`src/rtl/apb_mc_pkg.sv`:
```
// Shared types and helpers for the multi-completer APB requester.
//   state_t  : requester FSM states
//   slv_idx  : completer index taken from the top idx_w bits of an addr_w-bit address
//   onehot   : one-hot select vector for a completer index
// Addresses are passed zero-extended to 32 bits, so ADDR_W must not exceed 32.
package apb_mc_pkg;

  typedef enum logic [1:0] {IDLE, SETUP, ACCESS, RESP} state_t;

  function automatic int unsigned slv_idx(input logic [31:0] addr, input int addr_w,
                                          input int idx_w);
    return (addr >> (addr_w - idx_w)) & ((32'd1 << idx_w) - 32'd1);
  endfunction

  function automatic logic [31:0] onehot(input int unsigned idx);
    return 32'd1 << idx;
  endfunction

endpackage

```
`src/rtl/apb_wait_timer.sv`:
```
// Wait-state counter for the APB ACCESS phase.
//   clk, rst : clock, synchronous active-high reset
//   clr      : return count to zero
//   inc      : count one more wait cycle (saturates, never wraps)
//   expired  : count has reached TIMEOUT-1; constant 0 when TIMEOUT==0
module apb_wait_timer #(
  parameter int TIMEOUT = 16
) (
  input  logic clk,
  input  logic rst,
  input  logic clr,
  input  logic inc,
  output logic expired
);

  localparam int TW = (TIMEOUT > 0) ? $clog2(TIMEOUT + 1) : 1;

  logic [TW-1:0] cnt;

  always_ff @(posedge clk) begin
    if (rst || clr)
      cnt <= '0;
    else if (inc && (cnt != {TW{1'b1}}))
      cnt <= cnt + 1'b1;
  end

  generate
    if (TIMEOUT == 0) begin : g_no_tmo
      assign expired = 1'b0;
    end else begin : g_tmo
      assign expired = (cnt == TW'(TIMEOUT - 1));
    end
  endgenerate

endmodule

```
`src/rtl/apb_master_mc.sv`:
```
// APB (AMBA3) requester: one valid/ready command port fanned out to NUM_SLV
// completers selected by the top address bits. One transfer in flight at a time
// (IDLE -> SETUP -> ACCESS -> RESP), result held on a valid/ready response port.
// Ports:
//   clk, rst                         clock, synchronous active-high reset
//   req_valid/ready/addr/write/wdata command port
//   rsp_valid/ready/rdata/err        response port (rdata 0 for writes and aborts)
//   psel/penable/pwrite/paddr/pwdata APB request signals (psel one-hot)
//   prdata/pready/pslverr            per-completer APB returns, slave i at slice i
module apb_master_mc
  import apb_mc_pkg::*;
#(
  parameter int ADDR_W  = 8,
  parameter int DATA_W  = 32,
  parameter int NUM_SLV = 4,
  parameter int TIMEOUT = 16
) (
  input  logic                      clk,
  input  logic                      rst,
  input  logic                      req_valid,
  output logic                      req_ready,
  input  logic [ADDR_W-1:0]         req_addr,
  input  logic                      req_write,
  input  logic [DATA_W-1:0]         req_wdata,
  output logic                      rsp_valid,
  input  logic                      rsp_ready,
  output logic [DATA_W-1:0]         rsp_rdata,
  output logic                      rsp_err,
  output logic [NUM_SLV-1:0]        psel,
  output logic                      penable,
  output logic                      pwrite,
  output logic [ADDR_W-1:0]         paddr,
  output logic [DATA_W-1:0]         pwdata,
  input  logic [NUM_SLV*DATA_W-1:0] prdata,
  input  logic [NUM_SLV-1:0]        pready,
  input  logic [NUM_SLV-1:0]        pslverr
);

  localparam int IDX_W = $clog2(NUM_SLV);

  state_t             state;
  logic [IDX_W-1:0]   idx_req, idx;
  logic [DATA_W-1:0]  prd_arr [NUM_SLV];
  logic               sel_rdy, sel_err;
  logic               tmr_inc, tmr_clr, tmr_exp;

  // Index of the incoming command and of the transfer in flight (paddr is
  // stable from accept to completion, so no separate index register).
  assign idx_req = IDX_W'(slv_idx(32'(req_addr), ADDR_W, IDX_W));
  assign idx     = IDX_W'(slv_idx(32'(paddr), ADDR_W, IDX_W));

  genvar i;
  generate
    for (i = 0; i < NUM_SLV; i++) begin : g_prd
      assign prd_arr[i] = prdata[i*DATA_W +: DATA_W];
    end
  endgenerate

  // Only the addressed completer's handshake is observed.
  assign sel_rdy = pready[idx];
  assign sel_err = pslverr[idx];

  assign req_ready = (state == IDLE) && !rst;

  // Count only genuine wait cycles; stop at the abort point so the count
  // never wraps. Cleared when the response is handed off.
  assign tmr_inc = (state == ACCESS) && !sel_rdy && !tmr_exp;
  assign tmr_clr = (state == RESP) && rsp_ready;

  apb_wait_timer #(.TIMEOUT(TIMEOUT)) u_tmr (
    .clk     (clk),
    .rst     (rst),
    .clr     (tmr_clr),
    .inc     (tmr_inc),
    .expired (tmr_exp)
  );

  always_ff @(posedge clk) begin
    if (rst) begin
      state     <= IDLE;
      psel      <= '0;
      penable   <= 1'b0;
      pwrite    <= 1'b0;
      paddr     <= '0;
      pwdata    <= '0;
      rsp_valid <= 1'b0;
      rsp_rdata <= '0;
      rsp_err   <= 1'b0;
    end else begin
      case (state)
        IDLE: begin
          if (req_valid) begin
            paddr   <= req_addr;
            pwrite  <= req_write;
            pwdata  <= req_wdata;
            psel    <= NUM_SLV'(onehot(32'(idx_req)));
            penable <= 1'b0;
            state   <= SETUP;
          end
        end
        SETUP: begin
          penable <= 1'b1;
          state   <= ACCESS;
        end
        ACCESS: begin
          // pready wins over an abort landing on the same cycle.
          if (sel_rdy) begin
            psel      <= '0;
            penable   <= 1'b0;
            rsp_valid <= 1'b1;
            rsp_err   <= sel_err;
            rsp_rdata <= pwrite ? '0 : prd_arr[idx];
            state     <= RESP;
          end else if (tmr_exp) begin
            psel      <= '0;
            penable   <= 1'b0;
            rsp_valid <= 1'b1;
            rsp_err   <= 1'b1;
            rsp_rdata <= '0;
            state     <= RESP;
          end
        end
        RESP: begin
          if (rsp_ready) begin
            rsp_valid <= 1'b0;
            state     <= IDLE;
          end
        end
        default: state <= IDLE;
      endcase
    end
  end

endmodule

```
`config.mk`:
```
export PLATFORM = sky130hd
export DESIGN_NAME = apb_master_mc
export DESIGN_NICKNAME = d
export VERILOG_FILES = /design/src/rtl/apb_mc_pkg.sv /design/src/rtl/apb_wait_timer.sv /design/src/rtl/apb_master_mc.sv
export SDC_FILE = /design/constraint.sdc
export NUM_CORES = 1
export LEC_CHECK = 0
export ABC_AREA = 0
export CAP_MARGIN = 0
export CORE_MARGIN = 1
export CORE_UTILIZATION = 33
export CTS_CLUSTER_DIAMETER = 60
export DETAILED_ROUTE_END_ITERATION = 7
export PLACE_DENSITY = 0.73
export SYNTH_ARGS = -nofsm -noshare
export SYNTH_HDL_FRONTEND = slang
export SYNTH_HIERARCHICAL = 1
export SYNTH_SLANG_ARGS = --single-unit
```
`constraint.sdc`:
```
create_clock -name clk -period 2.2 [get_ports clk]
set_clock_uncertainty 0.1 [all_clocks]
set_input_delay 0.55 -clock clk [delete_from_list [all_inputs] [get_ports clk]]
set_output_delay 0.55 -clock clk [all_outputs]
set_load 0.005 [all_outputs]
```
==> parameters.txt <==
Parameter                              Value

Power
  Cell-internal power    between 4000 and 5000 uW
  Proportion of power drawn by flip-flops and latches    32.5%
  Share of power burned in combinational logic    38.7%
  Switching power total    between 1500 and 2000 uW
  Maximum vdd drop    approximately 480 uV
  Leakage power total    0.00266 uW
  Power per Cell Area    about 850 nW/um^2
  Share of power burned in the clock network    28.8%
  Switching power share of the total    29.6%

Critical path
  Maximum fanout along the worst path    16
  Critical path launch point type    flop
  R2R cell count    8
  Reg2reg end    u_tmr/cnt[3]
  Worst endpoint required time    1550 ps
  Reg2reg start    u_tmr/cnt[1]
  Data arrival time at the worst-slack endpoint    between 1000 and 1500 ps
  Worst Setup End Kind    output port
  Setup Crit Path Kind    reg2out
  Slack of the worst reg-to-reg path    90 ps

Placed design
  Post-Place Cell Area    6880 sq um
  Routability Congestion    0.828
  Post-detail-place hpwl    11,000 um
  Setup slack after placement    -84.1 ps
  Quantity of I/O buffers inserted on ports    261
  Cell total after placement    between 700 and 800

Global route
  Total routing usage reported by global routing    22.4%
  First-pass GRT wire length    between 20,000 and 25,000 um
  Via count of the first global-routing pass    4,062
  Largest net degree at the start of global routing    42
  Overflow left after global routing    0
  Number of antenna violations at the first check in global routing    0

Clocking
  Root Buffer    clkbuf_16
  CTS H-tree depth    3
  Clock buffers created by TritonCTS    9
  Clock transition at the registers of the reported paths    60 ps
  Clock tree from TritonCTS    yes
  Total of hold buffers inserted after clock tree synthesis    0
  Longest Clk Path Bufs    2
  Total clock sinks    87
  Insertion delay to the later sink of the worst-skew pair    340 ps

STA
  Tightest Pin Transition    413 ps
  Final setup TNS    0 ps
  Worst hold margin    between 300 and 400 ps
  Minimum clock period    2130 ps
  Post-route setup slack    67.9 ps
  Fin. Hold Viols    0
  Post-route fraction of the period consumed by the critical path    96.9%
  Count of final setup violators    0
  Relative slew slack    72.5%
  Upper clock frequency limit    469 MHz
  Number of max-slew violations in the final report    0

Drt
  Final wirelength    14,500 um
  Remaining antenna violation count after routing    0
  DR WL/cell    18.1 um
  Via count normalized by instance count    between 5 and 6
  Number of DRC violations after detailed-routing iteration 0    142
  Remaining routing DRC violations    0
  Initial DRT Pass Iterations    4
  Vias post-DR    4,094

Worst hold path
  Kind of path behind the tightest hold check    reg2reg
  Worst Hold Depth    2
  Launch point of the worst hold path    pwdata[7]
  Endpoint of the worst hold-timing path    pwdata[7]

Flow run
  Number of max-capacitance violations reported    0

Layout
  Leading cell type in the layout, fill and taps excluded    clkdlybuf4s50_1
  Fraction of final layout cells sized beyond drive strength 1    15.3%
  Relative area change from synthesis to final layout    81.4%
  Count of antenna diodes in the layout    0
  Final Cell Area    approximately 7300 sq um
  Non-filler instance count after layout    approximately 800
  Leading cell types in the layout, fill and taps excluded    clkdlybuf4s50_1, nand2_1, dfxtp_1
  NumNets Final    ~840

Synthesis
  Top cell type's share of synthesized area    43.1%
  Count of synthesis-stage warnings from yosys    6
  Asr flop ratio synth    0%
  FF+latch count, synth    between 80 and 90
  Post-synth EDFFs    0
  Cell count after synthesis    385
  Leading post-synthesis cells by cell area    dfxtp_1, mux4_2, nand2_1
  Nets in the synthesized netlist    574
  Library cell with the largest summed area after synthesis    dfxtp_1
  Mean Syn Cell Area    10.5 sq um
  Sequential area share after synthesis    between 40% and 50%
  Top flip-flop cell by instance count after synthesis    dfxtp_1
  Yosys cell types    38
  Post-synthesis cell area    ~4000 sq um

Floorplanning
  Effective utilization at floorplan    approximately 34%
  Top-Level Pins    262
  Width of the die    113 um
  Die Area    around 13,000 sq um
  Height of the die    113 um
  Core footprint    12,000 sq um
  Std cell rows    40

Outcome
  Result of the run    finished clean
-- how the worst max path moves through the flow --
stage,from,endpoint,slack (ps)
2_1_floorplan,u_tmr/cnt[0],u_tmr/cnt[3],60
3_3_place_gp,pready[1],u_tmr/cnt[3],-30
3_5_place_dp,pready[1],u_tmr/cnt[3],-80
4_1_cts,paddr[6],paddr[6],0.04
5_1_grt,u_tmr/cnt[1],u_tmr/cnt[3],-20
6_report,paddr[6],paddr[6],70
-- registers in the layout (all words and copies together), names as in the netlist --
register   count
rsp_valid      1
state          2
pwrite         1
pwdata        32
psel           4
rsp_err        1
paddr          8
u_tmr/cnt      5
penable        1
rsp_rdata     32
-- layout make-up --
type	count	area (sq um)
fill	1014	4630
timing repair buffer	282	2830
inverter	5	18.8
clock inverter	6	115
multi-input combinational	264	2190
tap	147	184
clock buffer	10	239
sequential	87	1750
-- stage by stage --
stage | power [uW] | utilization (%)
after floorplan | 3220 | -
after global placement | 4350 | 57.5
after detailed placement | 4420 | 57.5
after CTS | 6290 | 60.8
after global routing | 6600 | 61.3
final | 6250 | 61.3
-- Yosys cell counts (all sizes together) (3+ instances only) --
cell type / count
buf: 12
o21ai: 10
ha: 8
nand2: 87
inv: 5
mux4: 33
clkbuf: 17
nor2b: 4
or3b: 3
nand2b: 4
a22o: 32
nor2: 7
a21oi: 50
dfxtp: 87
-- layer usage --
layer	global-route usage [%]	vias up	part of all wire (%)
met5	0	-	0
met4	12.3	0	3.6
met3	6.91	27	8.9
met2	38.6	186	50
met1	24.6	1953	37
li1	-	1928	-
-- worst max-delay path: stages, from the launching register on --
cell,delay [ps]
dfxtp_2,420
buf_12,190
clkdlybuf4s50_1,510
-- cells by family (layout without fill, tap and decap cells) --
logic type / count (synthesis) / after routing / share of synthesized area (%)
xor+xnor: 2 / 2 / 0.434
compound gates: 98 / 98 / 16.3
buf+inv: 34 / 303 / 4.49
simple gates: 121 / 121 / 14.0
fa+ha+maj: 8 / 8 / 2.48
flops: 87 / 87 / 43.1
mux: 35 / 35 / 19.1
-- timing repair --
item	in CTS	in global routing
cloned	0	1
setup buffers	1	1
endpoints found under the setup margin	7	8
pin swaps	3	4
gates resized for setup	12	5
-- power by group through the flow --
stage                     clock network, uW  logic (uW)  registers [uW]
after floorplan                           0        1180            2040
after global placement                    0        2310            2040
after detailed placement                  0        2370            2050
after CTS                              1840        2420            2030
after global routing                   1900        2620            2070
final                                  1800        2420            2030
(Power assumes the default switching activity.)
